## src/rtl/apb_ref_pkg.sv

```systemverilog
// Shared definitions for the APB reference slave: bus-phase states,
// register addresses and CTRL bit positions.
package apb_ref_pkg;

  typedef enum logic [1:0] {
    ST_IDLE   = 2'd0,
    ST_SETUP  = 2'd1,
    ST_ACCESS = 2'd2
  } bus_state_t;

  localparam int ADDR_CTRL     = 0;
  localparam int ADDR_INT_STAT = 1;
  localparam int ADDR_TMR_LOAD = 2;
  localparam int ADDR_TMR_VAL  = 3;
  localparam int ADDR_SCRATCH  = 4;

  localparam int CTRL_INT_EN = 0;
  localparam int CTRL_TMR_EN = 1;

endpackage

```

## src/rtl/apb_ref_slave_if.sv

```systemverilog
// APB bus bundle between a master and the reference slave.
// Handshake: a transfer is a setup beat (PSEL=1, PENABLE=0) followed by one or
// more access beats (PSEL=1, PENABLE=1); it completes on the edge where PREADY=1.
interface apb_ref_slave_if #(
  parameter int ADDR_W = 4,
  parameter int DATA_W = 8
) ();
  logic              PSEL;
  logic              PENABLE;
  logic              PWRITE;
  logic [ADDR_W-1:0] PADDR;
  logic [DATA_W-1:0] PWDATA;
  logic              PREADY;
  logic [DATA_W-1:0] PRDATA;

  modport master (
    output PSEL, PENABLE, PWRITE, PADDR, PWDATA,
    input  PREADY, PRDATA
  );

  modport slave (
    input  PSEL, PENABLE, PWRITE, PADDR, PWDATA,
    output PREADY, PRDATA
  );
endinterface

```

## src/rtl/apb_ref_timer.sv

```systemverilog
// Down-counting reload timer: loads on start, decrements while enabled and
// reloads with a one-cycle expiry pulse when it reaches zero.
module apb_ref_timer
  import apb_ref_pkg::*;
#(
  parameter int DATA_W = 8
) (
  input  logic              clk,
  input  logic              rst,
  input  logic              start,
  input  logic              en,
  input  logic [DATA_W-1:0] load_val,
  output logic [DATA_W-1:0] tmr_val,
  output logic              expire
);

  logic [DATA_W-1:0] val_q;

  // Expiry is combinational so the register file can set its flag on the
  // same edge the counter reloads.
  assign expire  = en && (val_q == '0);
  assign tmr_val = val_q;

  always_ff @(posedge clk) begin
    if (rst) begin
      val_q <= '0;
    end else if (start) begin
      val_q <= load_val;
    end else if (en) begin
      if (val_q == '0) val_q <= load_val;
      else             val_q <= val_q - DATA_W'(1);
    end
  end

endmodule

```

## src/rtl/apb_ref_slave.sv

```systemverilog
// APB reference slave: bus FSM, register file and timer instance.
// Define APB_WAIT_STATE_EN to insert one wait state in every transfer.
module apb_ref_slave
  import apb_ref_pkg::*;
#(
  parameter int ADDR_W = 4,
  parameter int DATA_W = 8
) (
  input  logic                SYSCLK,
  input  logic                SYSRST,
  apb_ref_slave_if.slave      bus,
  output logic                INT_B,
  output bus_state_t          state_dbg
);

  bus_state_t        state_q;
  logic              setup_beat;
  logic              go_setup;
  logic              wr_en;
  logic              sel_ctrl, sel_int, sel_load, sel_val, sel_scratch;
  logic [DATA_W-1:0] ctrl_q;
  logic [DATA_W-1:0] tmr_load_q;
  logic [DATA_W-1:0] scratch_q;
  logic [DATA_W-1:0] prdata_q;
  logic [DATA_W-1:0] rd_mux;
  logic [DATA_W-1:0] tmr_val;
  logic              int_stat_q;
  logic              int_b_q;
  logic              tmr_start;
  logic              tmr_expire;
  logic              w1c;

  assign setup_beat = bus.PSEL & ~bus.PENABLE;
  // The state records the phase of the beat just sampled, so the edge that
  // moves into SETUP is the edge ending the bus setup beat.
  assign go_setup   = setup_beat &
                      ((state_q == ST_IDLE) | ((state_q == ST_ACCESS) & bus.PREADY));
  assign wr_en      = bus.PSEL & bus.PENABLE & bus.PWRITE & bus.PREADY;

  assign sel_ctrl    = (bus.PADDR == ADDR_W'(ADDR_CTRL));
  assign sel_int     = (bus.PADDR == ADDR_W'(ADDR_INT_STAT));
  assign sel_load    = (bus.PADDR == ADDR_W'(ADDR_TMR_LOAD));
  assign sel_val     = (bus.PADDR == ADDR_W'(ADDR_TMR_VAL));
  assign sel_scratch = (bus.PADDR == ADDR_W'(ADDR_SCRATCH));

  assign tmr_start = wr_en & sel_ctrl & bus.PWDATA[CTRL_TMR_EN] & ~ctrl_q[CTRL_TMR_EN];
  assign w1c       = wr_en & sel_int & bus.PWDATA[0];

  assign bus.PRDATA = prdata_q;
  assign INT_B      = int_b_q;
  assign state_dbg  = state_q;

`ifdef APB_WAIT_STATE_EN
  logic pready_q;
  assign bus.PREADY = pready_q;
`else
  assign bus.PREADY = 1'b1;
`endif

  always_ff @(posedge SYSCLK) begin
    if (SYSRST) begin
      state_q  <= ST_IDLE;
`ifdef APB_WAIT_STATE_EN
      pready_q <= 1'b1;
`endif
    end else begin
      case (state_q)
        ST_IDLE:   if (setup_beat) state_q <= ST_SETUP;
        ST_SETUP:  state_q <= ST_ACCESS;
        ST_ACCESS: begin
          if (!bus.PSEL)        state_q <= ST_IDLE;
          else if (bus.PREADY)  state_q <= setup_beat ? ST_SETUP : ST_IDLE;
        end
        default:   state_q <= ST_IDLE;
      endcase
`ifdef APB_WAIT_STATE_EN
      // Low for exactly the first access beat of every transfer.
      pready_q <= ~go_setup;
`endif
    end
  end

  always_comb begin
    rd_mux = '0;
    if (sel_ctrl)         rd_mux = ctrl_q;
    else if (sel_int)     rd_mux = DATA_W'(int_stat_q);
    else if (sel_load)    rd_mux = tmr_load_q;
    else if (sel_val)     rd_mux = tmr_val;
    else if (sel_scratch) rd_mux = scratch_q;
  end

  always_ff @(posedge SYSCLK) begin
    if (SYSRST) begin
      ctrl_q     <= '0;
      tmr_load_q <= '0;
      scratch_q  <= '0;
      prdata_q   <= '0;
      int_stat_q <= 1'b0;
      int_b_q    <= 1'b1;
    end else begin
      if (wr_en && sel_ctrl)    ctrl_q     <= bus.PWDATA;
      if (wr_en && sel_load)    tmr_load_q <= bus.PWDATA;
      if (wr_en && sel_scratch) scratch_q  <= bus.PWDATA;
      // Expiry beats a simultaneous clear so no event is lost.
      if (tmr_expire)  int_stat_q <= 1'b1;
      else if (w1c)    int_stat_q <= 1'b0;
      int_b_q <= ~(int_stat_q & ctrl_q[CTRL_INT_EN]);
      if (go_setup && !bus.PWRITE) prdata_q <= rd_mux;
    end
  end

  apb_ref_timer #(
    .DATA_W (DATA_W)
  ) u_timer (
    .clk      (SYSCLK),
    .rst      (SYSRST),
    .start    (tmr_start),
    .en       (ctrl_q[CTRL_TMR_EN]),
    .load_val (tmr_load_q),
    .tmr_val  (tmr_val),
    .expire   (tmr_expire)
  );

endmodule

```

## src/flat_wrapper.sv

```systemverilog
// flat-port wrapper written by rule: the top's interface ports become plain ports
module apb_ref_slave_flat import apb_ref_pkg::*;
#(
  parameter int ADDR_W = 4,
  parameter int DATA_W = 8
)
  (SYSCLK, SYSRST, INT_B, state_dbg, bus_PSEL, bus_PENABLE, bus_PWRITE, bus_PADDR, bus_PWDATA, bus_PREADY, bus_PRDATA);
  apb_ref_slave_if #(.ADDR_W(ADDR_W), .DATA_W(DATA_W)) bus_i ();
  input  logic SYSCLK;
  input  logic SYSRST;
  output logic INT_B;
  output bus_state_t state_dbg;
  input wire logic [$bits(bus_i.PSEL)-1:0] bus_PSEL;
  input wire logic [$bits(bus_i.PENABLE)-1:0] bus_PENABLE;
  input wire logic [$bits(bus_i.PWRITE)-1:0] bus_PWRITE;
  input wire logic [$bits(bus_i.PADDR)-1:0] bus_PADDR;
  input wire logic [$bits(bus_i.PWDATA)-1:0] bus_PWDATA;
  output wire logic [$bits(bus_i.PREADY)-1:0] bus_PREADY;
  output wire logic [$bits(bus_i.PRDATA)-1:0] bus_PRDATA;
  assign bus_i.PSEL = bus_PSEL;
  assign bus_i.PENABLE = bus_PENABLE;
  assign bus_i.PWRITE = bus_PWRITE;
  assign bus_i.PADDR = bus_PADDR;
  assign bus_i.PWDATA = bus_PWDATA;
  assign bus_PREADY = bus_i.PREADY;
  assign bus_PRDATA = bus_i.PRDATA;
  apb_ref_slave #(.ADDR_W(ADDR_W), .DATA_W(DATA_W)) u_core (.SYSCLK(SYSCLK), .SYSRST(SYSRST), .bus(bus_i), .INT_B(INT_B), .state_dbg(state_dbg));
endmodule
```

## config.mk

```make
export PLATFORM = sky130hd
export DESIGN_NAME = apb_ref_slave_flat
export DESIGN_NICKNAME = d
export VERILOG_FILES = /design/src/rtl/apb_ref_pkg.sv /design/src/rtl/apb_ref_slave_if.sv /design/src/rtl/apb_ref_timer.sv /design/src/rtl/apb_ref_slave.sv /design/src/flat_wrapper.sv
export SDC_FILE = /design/constraint.sdc
export NUM_CORES = 1
export LEC_CHECK = 0
export ABC_AREA = 0
export BUFFER_PORTS_ARGS = -buffer_cell sky130_fd_sc_hd__buf_2
export CELL_PAD_IN_SITES_DETAIL_PLACEMENT = 1
export CELL_PAD_IN_SITES_GLOBAL_PLACEMENT = 2
export CORE_ASPECT_RATIO = 2
export CORE_MARGIN = 5
export CORE_UTILIZATION = 37
export CTS_CLUSTER_SIZE = 10
export DETAILED_ROUTE_END_ITERATION = 7
export GPL_ROUTABILITY_DRIVEN = 0
export PLACE_DENSITY_LB_ADDON = 0.08
export SYNTH_ARGS = -nofsm -noshare
export SYNTH_HDL_FRONTEND = slang
export SYNTH_SLANG_ARGS = --single-unit
```

## constraint.sdc

```tcl
create_clock -name SYSCLK -period 3.7 [get_ports SYSCLK]
set_input_delay 0.555 -clock SYSCLK [delete_from_list [all_inputs] [get_ports SYSCLK]]
set_output_delay 0.555 -clock SYSCLK [all_outputs]
set_load 0.01 [all_outputs]
```

==> results of run 1 <==
[metal layers]
metal | GRT usage [%] | part of all wire (%)
met1 | 20.3 | 41
met3 | 3.15 | 2.1
met4 | 10.0 | 3.7
met5 | 0 | 0
met2 | 30.0 | 53
[flip-flops by register name, summed over array words and instances (netlist names)]
name,count
u_core.bus.PRDATA,8
u_core.scratch_q,8
u_core.tmr_load_q,8
u_core.state_dbg,2
u_core.u_timer.tmr_val,8
u_core.int_stat_q,1
u_core.INT_B,1
u_core.ctrl_q,8
[worst max-delay path: stages (launching register included)]
cell       delay [ps]
dfxtp_1           370
nor3_1            540
nand3_2           280
nand2_4           200
mux2i_1           100
a2111oi_2         350
[synthesized netlist by cell type, types with 2 or more instances]
library cell / count
nor3b_1: 3
o21ai_0: 10
clkbuf_1: 12
a22oi_1: 2
o221ai_1: 5
a31oi_1: 2
nand3b_1: 3
or3_1: 2
inv_1: 5
dfxtp_1: 44
nor3_1: 4
nand2_1: 19
ha_1: 2
and3_1: 2
nand3_1: 11
o32ai_1: 2
buf_2: 2
a211oi_1: 2
mux2i_1: 30
nand2b_1: 3
o211ai_1: 3
a32oi_1: 2
a21oi_1: 14
nor2_1: 34
or2_2: 2
mux2_2: 2
[stage by stage]
step / setup slack [ps] / total power, W
after floorplan: 1850 / 0.000531
after global placement: 1510 / 0.000563
after detailed placement: 1460 / 0.000563
after CTS: 1730 / 0.00108
after global routing: 1640 / 0.00111
final: 1740 / 0.00106
[final timing paths]
| path | end | slack, ps |
|---|---|---|
| worst max-delay path | u_core.u_timer.tmr_val[3]$_SDFFE_PP0P_ | 1740 |
| worst min-delay path | u_core.state_dbg[1]$_SDFFE_PP0P_ | 420 |
| worst max register to register | u_core.u_timer.tmr_val[3]$_SDFFE_PP0P_ | 1740 |
| worst min register to register | u_core.state_dbg[1]$_SDFFE_PP0P_ | 420 |
[where the power goes]
group	leakage (nW)	switching [W]	total, W	internal [W]
registers	0.355	0.00000300	0.000482	0.000479
logic	0.503	0.0000444	0.0000681	0.0000237
clock network	0.0798	0.000193	0.000510	0.000317
[layout make-up]
| type | instances | share of cell area, % |
|---|---|---|
| flip-flops and latches | 44 | 35.4 |
| inverters | 5 | 0.753 |
| repair buffers | 30 | 6.33 |
| well taps | 61 | 3.06 |
| clock buffers | 5 | 5.02 |
| multi-input cells | 179 | 47.8 |
| clock inverters | 3 | 1.71 |
[logic make-up (layout without fill, tap and decap cells)]
group                      after synthesis  after routing  share of synthesized area [%]
other                                    1              1                          0.174
DFF                                     44             44                           40.9
and+or+nand+nor                         94             94                           23.3
muxes                                   32             32                           15.0
buffers and inverters                   20             43                           3.78
adders and majority gates                2              2                           1.16
AOI/OAI and AO/OA                       50             50                           15.7
==> flow_summary.yaml, run 1 <==
clock_tree:
  numCtsBuffers: 5
  cts_max_level: 2
  ctsResizeCount: 0
  cts_root_buffer: "clkbuf_16"
  clock_path_buffers: 2
  hold_buffers: 0
  cts_sinks: 44
  clk_pin_slew_ps: 60
  cts_tree: "yes"
  clk_latency_ps: 290
  postCtsSetupBuffers: 0
setup_path:
  crit_start: "u_core.u_timer.tmr_val[2]$_SDFFE_PP0P_"
  cp-end-kind: "register"
  worstSetupStartpointType: "register"
  reg2reg_from: "u_core.u_timer.tmr_val[2]$_SDFFE_PP0P_"
  crit_required_ps: 3890
  rr_worst_depth: 5
  worstPathArrival_ps: 2140
  cp_max_fo: 9
  path_class: "reg -> reg"
finish:
  syn_to_final_growth_pct: 15.8
  diodes: 0
  fillers: 692
  drive_gt1_share_pct: 18.4
  final_area_sq_um: 2490
  multi_input_area_sq_um: 1190
  sequential_cell_area_sq_um: 881
  final_common_cell: "dfxtp_1"
  final-instance-count-excl-fill: 327
  final_cell_mix: "dfxtp_1, nor2_1, mux2i_1"
  fin_util_pct: 43.6
  layout.nets: 284
route:
  drc: 0
  drt_pass1_iterations: 4
  num_vias: 1860
  avgRoutedWirePerCell_um: 18.9
  drt_iter0_drc: 93
  vias_per_cell: 5.69
  wl_um: 6180
  postRouteAntennaNets: 0
synthesis:
  synth_top_flop_cell: "dfxtp_1"
  yosysWarnings: 0
  synthDistinctLibCells: 47
  ys_top_cells_by_area: "dfxtp_1, mux2i_1, nor2_1"
  syn_area_per_cell_sq_um: 8.86
  synth_nets: 262
  ys_async_sr_fraction_pct: 0
  synth_edf_count: 0
  synth-seq-area-share_pct: 40.9
  ys_ff_latch: 44
  synth_cells: 243
  synth_top_cell_area_share_pct: 40.9
  synth_top_cell_by_area: "dfxtp_1"
  synth_area_sq_um: 2150
min_path:
  min_path_type: "reg -> reg"
  whs_path_depth: 1
  min-delay-start: "u_core.state_dbg[1]$_SDFFE_PP0P_"
sta:
  fin_skew_ps: 4.81
  rsz0062_at_grt: "false"
  min_period_ps: 1960
  max_freq_ghz: 0.511
  worst_slew_pin_slew_ps: 835
  max_slew_margin_pct: 44.4
  setup_viol: 0
  post-route-period-util_pct: 52.9
  tns_ps: 0
  holdWs_ps: 420
  maxSlewViolCount: 0
  timing_hold_violations_final: 0
power:
  ir_drop_v: 0.000380
  powerDensity_nw_per_um2: 426
  power_leakage_nw: 0.939
global_route:
  grt_pass1_vias: 1990
  grt_max_degree: 46
  track_usage_pct: 17.8
  grt_pass1_wl_um: 10400
  antenna_found_initial: 0
  overflow: 0
floorplan:
  die_w_um: 63.9
  io_pins: 29
  num_rows: 39
  die_area_sq_um: 7530
  die_h_um: 118
  core_area_sq_um: 5710
  start_util_pct: 37.7
placed_design:
  placed_area_sq_um: 2320
  port_buffers: 27
  dp_cells: 319
  hpwl_um: 4630
run:
  max-cap-violations: 0
outcome:
  status: "complete, no violations"
(Power assumes the default switching activity.)
==> run 2, diff against run 1 <==
--- a/config.mk
+++ b/config.mk
@@ -11,7 +11,7 @@
 export CELL_PAD_IN_SITES_GLOBAL_PLACEMENT = 2
 export CORE_ASPECT_RATIO = 2
 export CORE_MARGIN = 5
-export CORE_UTILIZATION = 37
+export CORE_UTILIZATION = 31
 export CTS_CLUSTER_SIZE = 10
 export DETAILED_ROUTE_END_ITERATION = 7
 export GPL_ROUTABILITY_DRIVEN = 0
==> constraint.sdc (replaced) <==
create_clock -name SYSCLK -period 1.6 [get_ports SYSCLK]
set_input_delay 0.24 -clock SYSCLK [delete_from_list [all_inputs] [get_ports SYSCLK]]
set_output_delay 0.24 -clock SYSCLK [all_outputs]
set_load 0.01 [all_outputs]
==> run 2 against run 1 <==
Non-clock buffer count up 30. Sequential power up 130%. Sequential share of layout area down 3.7 points. Final area up 12%. Core utilization down 2.9 points. Power up 120%. Setup slack worse by 1700 ps. Via count up 7.0%. Critical endpoint is now u_core.bus.PRDATA[0]$_SDFFE_PP0P_.
==> flow_summary.yaml, run 2 (synthesized netlist as in run 1, its figures left out) <==
power:
  power_switching_w: 0.000529
  clock_power_share_pct: 44.1
  powerDensity_nw_per_um2: 841
  power_leakage_nw: 1.09
  ir_drop_v: 0.000682
  switching_share_pct: 22.6
  p_int_w: 0.00181
  p_comb_share_pct: 8.2
  p_seq_share_pct: 47.7
setup_path:
  path_class: "reg -> reg"
  cp-end-kind: "register"
  cp_max_fo: 3
  worstSetupStartpointType: "register"
  worstPathArrival_ps: 1770
  crit_required_ps: 1820
finish:
  layout.nets: 314
  syn_to_final_growth_pct: 29.5
  diodes: 0
  fillers: 858
  drive_gt1_share_pct: 27.4
  final-instance-count-excl-fill: 386
  fin_util_pct: 40.8
  final_cell_mix: "dfxtp_1, nor2_1, mux2i_1, buf_4, buf_2"
  final_common_cell: "dfxtp_1"
global_route:
  grt_max_degree: 40
  grt_pass1_wl_um: 10900
  grt_pass1_vias: 2084
  overflow: 0
  track_usage_pct: 16.8
  antenna_found_initial: 0
sta:
  holdWs_ps: 243
  worst_slew_pin_slew_ps: 533
  max_slew_margin_pct: 64.3
  rsz0062_at_grt: "false"
  max_freq_ghz: 0.646
  min_period_ps: 1550
  timing_hold_violations_final: 0
  post-route-period-util_pct: 96.7
  fin_skew_ps: 4.50
  maxSlewViolCount: 0
  setup_viol: 0
clock_tree:
  cts_max_level: 2
  clk_latency_ps: 280
  clock_path_buffers: 2
  cts_tree: "yes"
  cts_sinks: 44
  numCtsBuffers: 5
  hold_buffers: 0
  clk_pin_slew_ps: 60
  cts_root_buffer: "clkbuf_16"
placed_design:
  port_buffers: 27
  hpwl_um: 5200
  dp_cells: 377
route:
  num_vias: 1991
  drt_iter0_drc: 52
  vias_per_cell: 5.16
  postRouteAntennaNets: 0
  wl_um: 6800
  drt_pass1_iterations: 4
  avgRoutedWirePerCell_um: 17.6
  drc: 0
floorplan:
  die_area_sq_um: 8810
  io_pins: 29
  die_h_um: 128
  die_w_um: 68.9
  num_rows: 43
  start_util_pct: 31.5
  core_area_sq_um: 6830
min_path:
  min_path_type: "in -> reg"
run:
  max-cap-violations: 0
outcome:
  status: "complete, no violations"
[run 2: cell types whose count changed in the layout (fill, tap and decap cells not counted), sizes merged]
| cell | before | now |
|---|---|---|
| clkbuf | 5 | 8 |
| bufinv | 1 | 0 |
| clkinv | 1 | 0 |
| buf | 30 | 60 |
| clkinvlp | 1 | 0 |
[run 2: worst max-delay path, stage by stage (launching register included)]
cell and delay (ps):
dfxtp_1 320, or3b_2 500, or2_2 310, nor2_1 110, o211ai_1 110, a21oi_1 150
[run 2: path summary, 6_finish.rpt]
kind | start | end | slack (ps) | depth (start not counted)
min reg2reg | u_core.state_dbg[1]$_SDFFE_PP0P_ | u_core.state_dbg[1]$_SDFFE_PP0P_ | 420 | 1
min | bus_PWDATA[3] | u_core.tmr_load_q[3]$_SDFFE_PP0P_ | 240 | 3
max reg2reg | u_core.state_dbg[0]$_SDFFE_PP0P_ | u_core.bus.PRDATA[0]$_SDFFE_PP0P_ | 50 | 5
max | u_core.state_dbg[0]$_SDFFE_PP0P_ | u_core.bus.PRDATA[0]$_SDFFE_PP0P_ | 50 | 5
[run 2: through the flow]
stage	power, W	setup TNS (ps)	worst slack (ps)	area, sq um
detailed placement	0.00133	-325	-105	2600
global route	0.00243	0	6.01	2790
global placement	0.00133	-174	-68.3	2600
finish	0.00234	0	52.2	2790
CTS	0.00238	0	35.5	2750
floorplan	0.00123	0	25.5	2150
[run 2: area by class of cell]
class	instances	area (sq um)	area share [%]
Timing Repair Buffer	60	412	14.8
Clock buffer	8	146	5.25
Sequential cell	44	881	31.6
Inverter	5	18.8	0.674
Multi-Input combinational cell	179	1220	43.6
Tap cell	90	113	4.04
[run 2: metal layers]
layer / global-route usage, % / vias up / wire (um)
met4: 5.63 / 0 / 108
met5: 0 / - / 0
met2: 31.0 / 29 / 3760
li1: - / 980 / -
met3: 2.54 / 6 / 251
met1: 18.7 / 976 / 2690
[run 2: repair_timing]
item | CTS | global route
pin swaps | 0 | 2
resized for setup | 1 | 5
setup endpoints to repair | 1 | 7
buffers inserted | 0 | 1
[run 2: power by group through the flow]
stage	clock [W]	combinational [W]	sequential, W
after CTS	0.00107	0.000192	0.00112
after global placement	0	0.000190	0.00114
after detailed placement	0	0.000191	0.00114
after global routing	0.00110	0.000210	0.00112
after floorplan	0	0.0000850	0.00114
final	0.00103	0.000193	0.00112
==> run 3, diff against run 2 <==
--- a/config.mk
+++ b/config.mk
@@ -5,13 +5,13 @@
 export SDC_FILE = /design/constraint.sdc
 export NUM_CORES = 1
 export LEC_CHECK = 0
-export ABC_AREA = 0
+export ABC_AREA = 1
 export BUFFER_PORTS_ARGS = -buffer_cell sky130_fd_sc_hd__buf_2
-export CELL_PAD_IN_SITES_DETAIL_PLACEMENT = 1
+export CELL_PAD_IN_SITES_DETAIL_PLACEMENT = 2
 export CELL_PAD_IN_SITES_GLOBAL_PLACEMENT = 2
 export CORE_ASPECT_RATIO = 2
 export CORE_MARGIN = 5
-export CORE_UTILIZATION = 31
+export CORE_UTILIZATION = 29
 export CTS_CLUSTER_SIZE = 10
 export DETAILED_ROUTE_END_ITERATION = 7
 export GPL_ROUTABILITY_DRIVEN = 0
==> constraint.sdc (replaced) <==
create_clock -name SYSCLK -period 1.38 [get_ports SYSCLK]
set_input_delay 0.207 -clock SYSCLK [delete_from_list [all_inputs] [get_ports SYSCLK]]
set_output_delay 0.207 -clock SYSCLK [all_outputs]
set_load 0.01 [all_outputs]
==> run 3 against run 2 <==
Area after synthesis rose by 1.6%. Critical endpoint is now u_core.u_timer.tmr_val[4]$_SDFFE_PP0P_. Die area rose by 7.6%. Critical path type unchanged. Clock power increased by 42%. Largest cell class unchanged. Via count rose by 11%. Routed wire length rose by 14%.
==> flow_summary.yaml, run 3 <==
setup_path:
  reg2reg_from: "u_core.u_timer.tmr_val[3]$_SDFFE_PP0P_"
  slowest_delay_ps: 340
  crit_start: "u_core.u_timer.tmr_val[3]$_SDFFE_PP0P_"
  cp_max_fo: 4
  rr_worst_depth: 8
  cpMostUsedCell: "nand2_1"
  critPathTopFamily: "simple AND/OR/NAND/NOR gates"
  cp_num_cells: 8
  crit_required_ps: 1570
  crit_slowest_cell: "dfxtp_2"
  path_class: "reg -> reg"
  worstPathArrival_ps: 1530
  worstSetupStartpointType: "register"
  path_cells: "nor2_4 -> buf_6 -> nand2_1 -> nand2_1 -> nand2_1 -> nand3b_1 -> nand3_2 -> a21oi_2"
  cp-end-kind: "register"
  crit_buf_inv: 1
global_route:
  grt_max_degree: 35
  grt_pass1_vias: 2401
  antenna_found_initial: 0
  overflow: 0
  track_usage_pct: 17.0
  grt_pass1_wl_um: 12200
placed_design:
  dp_cells: 445
  place_ws_ps: -48.7
  port_buffers: 27
  hpwl_um: 6070
finish:
  final-instance-count-excl-fill: 458
  diodes: 0
  final_cell_mix: "nand2_1, dfxtp_1, inv_1"
  fin_util_pct: 39.9
  syn_to_final_growth_pct: 33.7
  multi_input_area_sq_um: 1150
  final_common_cell: "nand2_1"
  layout.nets: 384
  fillers: 893
  drive_gt1_share_pct: 28.1
  sequential_cell_area_sq_um: 883
power:
  total_power_w: 0.00301
  powerDensity_nw_per_um2: 1030
  power_leakage_nw: 1.33
  ir_drop_v: 0.000778
synthesis:
  yosysMostFrequentCell: "nand2_1"
  ys_top_cells_by_area: "dfxtp_1, nand2_1, o21ai_0"
  syn_area_per_cell_sq_um: 7.19
  synthTopCellsByCount: "nand2_1, dfxtp_1, inv_1"
  synth_top_cell_area_share_pct: 40.3
  synth_area_sq_um: 2190
  ys_async_sr_fraction_pct: 0
  synth_top_flop_cell: "dfxtp_1"
  yosysWarnings: 0
  synthDistinctLibCells: 33
  synth_cells: 304
  synth_top_cell_by_area: "dfxtp_1"
  synth_nets: 323
  synth-seq-area-share_pct: 40.3
  ys_ff_latch: 44
  synth_edf_count: 0
route:
  dr_wl_met3_um: 186
  wl_met1_um: 2790
  num_vias: 2205
  postRouteAntennaNets: 0
  drt_iter0_drc: 48
  avgRoutedWirePerCell_um: 16.9
  drt_pass1_iterations: 4
  drc: 0
  vias_per_cell: 4.81
  wl_um: 7760
  wl_met2_um: 4540
  top_layer: "met4"
floorplan:
  num_rows: 44
  io_pins: 29
  start_util_pct: 29.9
  die_h_um: 133
  die_area_sq_um: 9480
  core_area_sq_um: 7320
  die_w_um: 71.4
run:
  max-cap-violations: 0
clock_tree:
  numCtsBuffers: 5
  clk_pin_slew_ps: 70
  cts_tree: "yes"
  cts_max_level: 2
  cts_root_buffer: "clkbuf_16"
  cts_sinks: 44
  hold_buffers: 0
  clock_path_buffers: 2
  clk_latency_ps: 300
sta:
  maxSlewViolCount: 0
  post-route-period-util_pct: 97.3
  max_freq_ghz: 0.744
  fin_skew_ps: 6.62
  finalWorstSetupSlack_ps: 36.6
  setup_viol: 0
  holdWs_ps: 107
  timing_hold_violations_final: 0
  rsz0062_at_grt: "true"
  min_period_ps: 1340
min_path:
  whs_path_depth: 2
  min-delay-start: "bus_PENABLE"
  min_path_type: "in -> reg"
outcome:
  status: "complete, no violations"
run 3: worst paths after layout:
check / end / slack [ps]
setup / recovery: u_core.u_timer.tmr_val[4]$_SDFFE_PP0P_ / 40
hold / removal: u_core.state_dbg[0]$_SDFFE_PP0P_ / 110
setup reg to reg: u_core.u_timer.tmr_val[4]$_SDFFE_PP0P_ / 40
hold reg to reg: u_core.state_dbg[1]$_SDFFE_PP0P_ / 420
run 3: power by group:
part / internal [W] / total (W) / switching, W
clock: 0.000908 / 0.00146 / 0.000551
sequential: 0.00129 / 0.00130 / 0.0000105
combinational: 0.000105 / 0.000256 / 0.000151
total: 0.00230 / 0.00301 / 0.000712
run 3: layout make-up:
| type | count | share of cell area, % |
|---|---|---|
| multi-input combinational | 208 | 39.3 |
| sequential | 44 | 30.2 |
| timing repair buffer | 63 | 15.0 |
| tap | 92 | 3.94 |
| clock buffer | 6 | 4.75 |
| clock inverter | 2 | 1.33 |
| inverter | 43 | 5.52 |
run 3: timing repair:
item	4_1_cts	5_1_grt
endpoints found under the hold margin	0	0
setup endpoints to repair	6	14
gates cloned	0	1
buffers inserted	0	4
pin swaps	2	2
resized for setup	4	18
run 3: per-layer routing:
layer / vias to the layer above / global-route usage [%]
li1: 1106 / -
met1: 1059 / 16.8
met3: 14 / 2.89
met5: - / 0
met4: 0 / 8.37
met2: 26 / 32.6
run 3: cells by family (layout without fill, tap and decap cells):
family | after synthesis | count (layout) | share of synthesized area (%)
XOR/XNOR | 3 | 3 | 1.20
buffers and inverters | 53 | 114 | 10.9
adder cells (fa/ha/maj) | 2 | 2 | 1.14
flip-flops | 44 | 44 | 40.3
AND/OR/NAND/NOR | 122 | 123 | 27.2
other | 1 | 1 | 0.172
AO/OA/AOI/OAI | 79 | 79 | 19.1
run 3: per-stage QoR:
step	cell area (sq um)	TNS (ps)
global placement	2630	-42.0
global route	2920	-105
CTS	2820	0
finish	2920	0
floorplan	2190	0
detailed placement	2630	-226
